<file path="src/rtl/lcd_frame_stats.sv">
// Per-frame luma statistics (mean/min/max/bright count) over a power-of-two window of the LCD pixel stream.
// Latency: pixel strobe reaches the accumulators 2 cycles later; results appear 1 cycle after a registered vsync fall.
// Backpressure: none; this is a passive tap of the pixel stream and never stalls it.
module lcd_frame_stats #(
    parameter int WIN_X0     = 64,
    parameter int WIN_Y0     = 112,
    parameter int WIN_W_LOG2 = 9,
    parameter int WIN_H_LOG2 = 8
) (
    input  logic                                Clock,
    input  logic                                Resetn,
    input  logic                                Enable,
    input  logic                                iVsync,
    input  logic                                iPixel_en,
    input  logic [9:0]                          iCoord_X,
    input  logic [9:0]                          iCoord_Y,
    input  logic [7:0]                          iRed,
    input  logic [7:0]                          iGreen,
    input  logic [7:0]                          iBlue,
    input  logic [7:0]                          iThreshold,
    output logic [7:0]                          oMean,
    output logic [7:0]                          oMin,
    output logic [7:0]                          oMax,
    output logic [WIN_W_LOG2+WIN_H_LOG2:0]      oBright_count,
    output logic                                oFrame_ok,
    output logic                                oFrame_done,
    output logic [15:0]                         oFrame_count
);

    localparam int N  = WIN_W_LOG2 + WIN_H_LOG2;
    localparam int SW = N + 9;
    localparam int CW = N + 1;

    localparam logic [31:0] X_LO = 32'(WIN_X0);
    localparam logic [31:0] X_HI = 32'(WIN_X0 + (1 << WIN_W_LOG2));
    localparam logic [31:0] Y_LO = 32'(WIN_Y0);
    localparam logic [31:0] Y_HI = 32'(WIN_Y0 + (1 << WIN_H_LOG2));

    localparam logic [CW-1:0] CNT_ONE  = CW'(1);
    localparam logic [CW-1:0] CNT_FULL = {1'b1, {N{1'b0}}};

    typedef enum logic [1:0] {
        IDLE = 2'd0,
        SYNC = 2'd1,
        RUN  = 2'd2
    } state_t;

    state_t state, state_nxt;

    logic          acc_clr;
    logic          acc_en;
    logic          latch;

    logic [10:0]   luma_sum;
    logic [7:0]    luma;
    logic [31:0]   cx;
    logic [31:0]   cy;
    logic          in_win;

    logic          s1_vld;
    logic [7:0]    s1_luma;
    logic          s1_bright;

    logic          vs_cur;
    logic          vs_prev;
    logic          frame_edge;

    logic [SW-1:0] sum;
    logic [SW:0]   sum_ext;
    logic [SW-1:0] sum_nxt;
    logic [CW-1:0] pix_cnt;
    logic [CW-1:0] bright_cnt;
    logic [7:0]    run_min;
    logic [7:0]    run_max;

    logic [15:0]   frame_count;

    // 2R + 5G + B fits in 11 bits (max 2040); >>3 keeps the result within 8 bits
    assign luma_sum = {2'b00, iRed, 1'b0}
                    + {1'b0, iGreen, 2'b00}
                    + {3'b000, iGreen}
                    + {3'b000, iBlue};
    assign luma     = luma_sum[10:3];

    assign cx     = {22'd0, iCoord_X};
    assign cy     = {22'd0, iCoord_Y};
    assign in_win = iPixel_en && (cx >= X_LO) && (cx < X_HI)
                              && (cy >= Y_LO) && (cy < Y_HI);

    assign frame_edge = vs_prev & ~vs_cur;

    // Saturating sum so a pathological stream with repeated coordinates cannot wrap
    assign sum_ext = {1'b0, sum} + (SW+1)'(s1_luma);
    assign sum_nxt = sum_ext[SW] ? {SW{1'b1}} : sum_ext[SW-1:0];

    // Stage 1: register luma, window membership and the per-pixel threshold compare
    always_ff @(posedge Clock or negedge Resetn) begin
        if (!Resetn) begin
            s1_vld    <= 1'b0;
            s1_luma   <= 8'd0;
            s1_bright <= 1'b0;
        end else begin
            s1_vld    <= in_win;
            s1_luma   <= luma;
            s1_bright <= (luma >= iThreshold);
        end
    end

    // Vsync is registered once; the previous sample lets us see the falling edge
    always_ff @(posedge Clock or negedge Resetn) begin
        if (!Resetn) begin
            vs_cur  <= 1'b1;
            vs_prev <= 1'b1;
        end else begin
            vs_cur  <= iVsync;
            vs_prev <= vs_cur;
        end
    end

    // FSM state register
    always_ff @(posedge Clock or negedge Resetn) begin
        if (!Resetn) begin
            state <= IDLE;
        end else begin
            state <= state_nxt;
        end
    end

    // Next state and control; the first edge after enabling only discards the partial frame
    always_comb begin
        state_nxt = state;
        acc_clr   = 1'b0;
        acc_en    = 1'b0;
        latch     = 1'b0;
        case (state)
            IDLE: begin
                acc_clr = 1'b1;
                if (Enable) begin
                    state_nxt = SYNC;
                end
            end
            SYNC: begin
                if (!Enable) begin
                    state_nxt = IDLE;
                end else if (frame_edge) begin
                    acc_clr   = 1'b1;
                    state_nxt = RUN;
                end else begin
                    acc_en = 1'b1;
                end
            end
            RUN: begin
                if (!Enable) begin
                    state_nxt = IDLE;
                end else if (frame_edge) begin
                    latch   = 1'b1;
                    acc_clr = 1'b1;
                end else begin
                    acc_en = 1'b1;
                end
            end
            default: begin
                state_nxt = IDLE;
                acc_clr   = 1'b1;
            end
        endcase
    end

    // Stage 2: accumulate; a clear on the edge cycle wins, so an update landing there is dropped
    always_ff @(posedge Clock or negedge Resetn) begin
        if (!Resetn) begin
            sum        <= '0;
            pix_cnt    <= '0;
            bright_cnt <= '0;
            run_min    <= 8'hFF;
            run_max    <= 8'h00;
        end else if (acc_clr) begin
            sum        <= '0;
            pix_cnt    <= '0;
            bright_cnt <= '0;
            run_min    <= 8'hFF;
            run_max    <= 8'h00;
        end else if (acc_en && s1_vld) begin
            sum <= sum_nxt;
            if (pix_cnt != {CW{1'b1}}) begin
                pix_cnt <= pix_cnt + CNT_ONE;
            end
            if (s1_bright && (bright_cnt != {CW{1'b1}})) begin
                bright_cnt <= bright_cnt + CNT_ONE;
            end
            if (s1_luma < run_min) begin
                run_min <= s1_luma;
            end
            if (s1_luma > run_max) begin
                run_max <= s1_luma;
            end
        end
    end

    // Result latch on each counted frame edge; values hold between edges
    always_ff @(posedge Clock or negedge Resetn) begin
        if (!Resetn) begin
            oMean         <= 8'd0;
            oMin          <= 8'hFF;
            oMax          <= 8'h00;
            oBright_count <= '0;
            oFrame_ok     <= 1'b0;
            frame_count   <= 16'd0;
        end else if (latch) begin
            oMean         <= sum[SW-1] ? 8'hFF : sum[N+7:N];
            oMin          <= run_min;
            oMax          <= run_max;
            oBright_count <= bright_cnt;
            oFrame_ok     <= (pix_cnt == CNT_FULL);
            frame_count   <= frame_count + 16'd1;
        end
    end

    // One-cycle done pulse aligned with the freshly latched results
    always_ff @(posedge Clock or negedge Resetn) begin
        if (!Resetn) begin
            oFrame_done <= 1'b0;
        end else begin
            oFrame_done <= latch;
        end
    end

    assign oFrame_count = frame_count;

endmodule
</file>
<file path="config.mk">
export PLATFORM = sky130hd
export DESIGN_NAME = lcd_frame_stats
export DESIGN_NICKNAME = d
export VERILOG_FILES = /design/src/rtl/lcd_frame_stats.sv
export SDC_FILE = /design/constraint.sdc
export NUM_CORES = 1
export LEC_CHECK = 0
export CORE_ASPECT_RATIO = 0.6
export CORE_MARGIN = 10
export CORE_UTILIZATION = 50
export CTS_CLUSTER_SIZE = 10
export DETAILED_ROUTE_END_ITERATION = 8
export HOLD_SLACK_MARGIN = 0.02
export PLACE_DENSITY = 0.8
export SYNTH_ARGS = -nofsm -noshare
export SYNTH_HDL_FRONTEND = slang
export SYNTH_SLANG_ARGS = --single-unit
</file>
<file path="constraint.sdc">
create_clock -name Clock -period 2.2 [get_ports Clock]
set_clock_uncertainty 0.1 [all_clocks]
set_input_delay 0.33 -clock Clock [delete_from_list [all_inputs] [get_ports Clock]]
set_output_delay 0.33 -clock Clock [all_outputs]
set_load 0.05 [all_outputs]
</file>
# After elaboration in Yosys (flattened, before gate mapping)
# Cells that the tools add are included.
[op_classes]
add_sub_neg = 7
n_lt_le_gt_ge = 7
n_eq_ne = 8
muxes = 28
bitwise_logic = 2
reduce_logical = 18
[op_table]
columns = ["cell", "n"]
rows = [
  ["18-bit 2-to-1 mux", 6],
  ["26-bit 2-to-1 mux", 3],
  ["8-bit 2-to-1 mux", 7],
  ["18-bit by 1-bit adder with 18-bit output, second input constant", 2],
  ["18-bit inequality test, second input constant", 2],
  ["26-bit by 8-bit adder with 27-bit output", 1],
  ["11-bit by 8-bit adder with 11-bit output", 2],
  ["10-bit by 7-bit >= comparator with 1-bit output, second input constant", 2],
  ["18-bit equality test, second input constant", 1],
  ["16-bit by 1-bit adder with 16-bit output, second input constant", 1],
  ["9-bit by 10-bit adder with 11-bit output", 1],
  ["10-bit less-than comparator, second input constant", 1],
  ["10-bit by 9-bit less-than comparator with 1-bit output, second input constant", 1],
  ["2-bit nonzero test", 5],
  ["8-bit >= comparator", 1],
  ["8-bit > comparator", 1],
  ["8-bit less-than comparator", 1],
  ["2-bit 2-to-1 mux", 4],
  ["2-bit AND reduction", 4],
  ["1-bit 2-to-1 mux", 7],
  ["1-bit logical AND", 6],
  ["2-bit one-hot mux with 3 select lines", 1],
  ["2-bit inequality test, second input constant", 2],
  ["3-bit inequality test, second input constant", 1],
  ["7 further kinds", 7],
]
[totals]
reg_bits = 152

# Longest topological paths before layout
[logic_depth]
depth_word = 8
ltp_mapped = 17

# Least setup slack after synthesis
# No wires, ideal clock.
[synth_path]
path_kind = "input port to flip-flop"
startpoint = "in iRed[1]"
endpoint = "reg s1_bright"
arrival_ns = 3.377
t_required_ns = 1.966
path_slack_ns = -1.412
cell_stages = 15
n_path_buf = 0
cell_sequence = "inv_1 -> fa_1 -> inv_1 -> fa_1 -> and4_1 -> inv_1 -> fa_1 -> nor2b_1 -> o21ai_0 -> a21oi_1 -> nor2_1 -> xnor2_1 -> ha_1 -> a2111oi_0 -> a21oi_1"
[synth_via]
elab_chain_cells = 4
[synth_lines]
columns = ["element", "line_no", "source"]
rows = [
  ["start: declaration", "17", "input logic [7:0] iRed,"],
  ["9-bit by 10-bit adder with 11-bit output", "80", "+ {1'b0, iGreen, 2'b00}"],
  ["11-bit by 8-bit adder with 11-bit output", "81", "+ {3'b000, iGreen}"],
  ["11-bit by 8-bit adder with 11-bit output", "82", "+ {3'b000, iBlue};"],
  ["named net luma_sum[8]", "54", "logic [10:0] luma_sum;"],
  ["8-bit >= comparator", "105", "s1_bright <= (luma >= iThreshold);"],
  ["end signal: assignment", "105", ""],
  ["end: declaration", "62", "logic s1_bright;"],
]
# The timed path passes the listed nets, and every way through them passes these cells.
# A chain may end at the register's enable or synchronous reset.

# Worst setup path in the final report
[layout_path]
startpoint = "in iGreen[0]"
endpoint = "reg s1_bright"
[layout_via]
elab_chain_cells = 4
[layout_lines]
columns = ["element", "line_no", "source"]
rows = [
  ["start: declaration", "18", "input logic [7:0] iGreen,"],
  ["9-bit by 10-bit adder with 11-bit output", "80", ""],
  ["11-bit by 8-bit adder with 11-bit output (*)", "81", ""],
  ["11-bit by 8-bit adder with 11-bit output (*)", "82", ""],
  ["named net luma_sum[8]", "54", ""],
  ["8-bit >= comparator (*)", "105", ""],
]
# The timed path passes the listed nets; every way through them passes the cells marked *.

==> results.tsv <==
stage	metric	value	unit
synth	syn_avg_cell_area	9.55	sq um
global_route	antenna_found_initial	0	
detailed_routing	routedWlPerCell	19.1	um
floorplanning	core	0.0165	sq mm
critical_path	crit_type	input pin to flop	
place	place_ws	-2.15	ns
synth	ys.flop_type	dfrtp_1	
global_route	grt_first_pass_wirelength	38400	um
layout	mostFrequentLayoutCell	nand2_1	
synth	yosys-top-cells-area	dfrtp_1, ha_1, nand2_1, dfstp_2, o21ai_0	
synth	netlist_instances	894	
detailed_routing	wl	25300	um
layout	nFillCells	1118	
clock_network	cts_buffers	17	
floorplanning	start_util	51.8	%
clock_network	clock_path_buffers	2	
run_status	status	finished, violations left	
power	power	10.1	mW
floorplanning	die-height	121	um
critical_path	crit_family	adder cells	
global_route	grt_max_degree	63	
power	vdd_drop_max	0.000501	V
layout	diodes	0	
critical_path	cp_slowest_cell	fa_1	
sta	timing.slew.headroom	54.7	%
sta	rsz0062_at_grt	true	
sta	hold_violations	0	
detailed_routing	drtIter0Drc	821	
global_route	first_global_vias	7271	
synth	synth_edf_count	0	
floorplanning	fp.dieW	189	um
sta	fmax	0.291	GHz
sta	worst_pin_slew	0.679	ns
place	postPlaceCellArea	0.0105	sq mm
detailed_routing	drc	0	
synth	yosysUniqueCellTypes	73	
place	port_buffers	106	
job	maxCapViolations	0	
detailed_routing	via_per_inst	5.72	
detailed_routing	ant_nets	0	
clock_network	clock-root-buffer	clkbuf_16	
synth	synth_top_area_cell	dfrtp_1	
sta	fin_crit	3.43	ns
clock_network	clkTransAtPathRegs	0.07	ns
sta	finalSetupViolCount	42	
critical_path	required	2.41	ns
global_route	grt_usage	20.6	%
layout	syn_to_final_growth	38.8	%
detailed_routing	drtPass1Iterations	6	
critical_path	cp.arrival	3.64	ns
worst_hold_path	hp-class	input pin to flop	
layout	layout_common_cells	nand2_1, dfrtp_1, clkdlybuf4s50_1, buf_4, inv_1	
place	hpwl	16300	um
floorplanning	fp-row-count	36	
synth	yosysWarnings	0	
synth	ys_ff_latch	152	
synth	synth_area	0.00854	sq mm
detailed_routing	vias	7605	
sta	whs	0.250	ns
synth	netlist.area_leader.share	39.3	%
power	power_density	853	mW/mm^2
synth	synthArstFlopShare	100	%
critical_path	critPathLaunchType	input pin	
floorplanning	die_area	0.0229	sq mm
clock_network	cts_tree	yes	
critical_path	end_kind	flop	
critical_path	path_cells	buf_8 > inv_4 > fa_1 > inv_2 > fa_1 > and4_4 > inv_2 > fa_2 > nor2b_4 > o21ai_4 > a21oi_2 > nor2_1 > xnor2_1 > ha_1 > a2111oi_4 > a21oi_1	
layout	fin_util	71.9	%
synth	synth_fp_nets	1014	
floorplanning	pin_count	117	
layout	drive_gt1_share	26.9	%
sta	period_share	156	%
sta	setup_ws	-1.23	ns
critical_path	path_max_fanout	2	
critical_path	slowest_delay	0.54	ns
global_route	grt_overflow	0	
clock_network	clk_latency	0.43	ns
critical_path	critPathBufInv	4	
layout	fin_area	0.0119	sq mm
clock_network	clkSinkCount	152	
run_status	violations	negative setup slack	
sta	slew_viol_final	0	
clock_network	cts_max_level	4	
power	leakagePower	5.42	nW
place	gp_congestion	0.880	
layout	layout.nets	1208	
synth	yosysSeqAreaShare	44.8	%
metrics by stage:
| stage | instances | TNS [ns] |
|---|---|---|
| after CTS | 1321 | -4.36 |
| after global placement | 1281 | -14.01 |
| final | 1329 | -6.73 |
| after floorplan | 894 | -3.98 |
| after global routing | 1329 | -9.81 |
| after detailed placement | 1281 | -15.38 |
final timing paths:
| check | start | end | slack, ns | cells after the start |
|---|---|---|---|---|
| setup reg to reg | s1_luma[0] | sum[12] | -0.15 | 9 |
| max in group asynchronous | Resetn | s1_luma[6] | 0.93 | 3 |
| setup / recovery | iGreen[0] | s1_bright | -1.23 | 16 |
| hold reg to reg | vs_cur | vs_prev | 0.29 | 0 |
| hold / removal | iVsync | vs_cur | 0.25 | 1 |
| min in group asynchronous | Resetn | oFrame_count[6] | 0.30 | 2 |
layer usage:
metal / vias up / global-route usage [%] / share of wire [%]
li1: 3482 / - / -
met4: 0 / 4.59 / 1.3
met5: - / 0 / 0
met3: 35 / 4.36 / 6.9
met1: 3769 / 29.4 / 46
met2: 319 / 31.4 / 46
state kept, by name, indices dropped and copies added (netlist names):
name and count:
oMin 8, oMean 8, s1_bright 1, oFrame_done 1, run_min 8, oFrame_ok 1
state 2, s1_luma 8, sum 26, bright_cnt 18, oBright_count 18, vs_prev 1
pix_cnt 18, run_max 8, oFrame_count 16, oMax 8, s1_vld 1, vs_cur 1
area by class of cell:
cell class / instances / area [sq um] / share of cell area, %
Clock inverter: 15 / 175 / 1.48
Timing Repair Buffer: 202 / 1870 / 15.8
Inverter: 78 / 313 / 2.64
Multi-Input combinational cell: 637 / 4950 / 41.8
Sequential cell: 152 / 3830 / 32.3
Tap cell: 228 / 285 / 2.41
Clock buffer: 17 / 425 / 3.59
Yosys cell counts (all sizes together), types with 17 or more instances:
| library cell | number |
|---|---|
| inv | 78 |
| xnor2 | 33 |
| a21oi | 37 |
| nand2 | 155 |
| nand3 | 39 |
| nand4 | 18 |
| xor2 | 17 |
| ha | 48 |
| clkbuf | 18 |
| o21ai | 68 |
| dfrtp | 134 |
| nor2 | 49 |
| dfstp | 18 |
power by group:
| part | internal (mW) | switching, mW | total (mW) |
|---|---|---|---|
| Sequential | 3.03 | 0.254 | 3.29 |
| Clock | 1.54 | 1.41 | 2.95 |
| Combinational | 1.72 | 2.16 | 3.89 |
kinds of logic after synthesis:
| logic type | share of synthesized area [%] |
|---|---|
| multiplexers | 1.19 |
| buffers and inverters | 5.01 |
| AO/OA/AOI/OAI | 13.1 |
| AND/OR/NAND/NOR | 20.2 |
| adder cells (fa/ha/maj) | 10.5 |
| flip-flops | 44.8 |
| XOR/XNOR | 5.13 |
worst register-to-register path: cells and delay by family (launching register included):
family	cells	cell delay, ns
compound gates	4	0.65
fa+ha+maj	2	0.57
flops	1	0.47
simple gates	2	0.28
buf+inv	1	0.14
repair_timing:
action,CTS,global route
endpoints found under the setup margin,43,67
resized for setup,101,89
pin swaps,48,46
buffers inserted,6,9
endpoints found under the hold margin,34,0
gates cloned,2,0
hold buffers,1,0
Note: power is estimated with default switching activity, not from simulation.
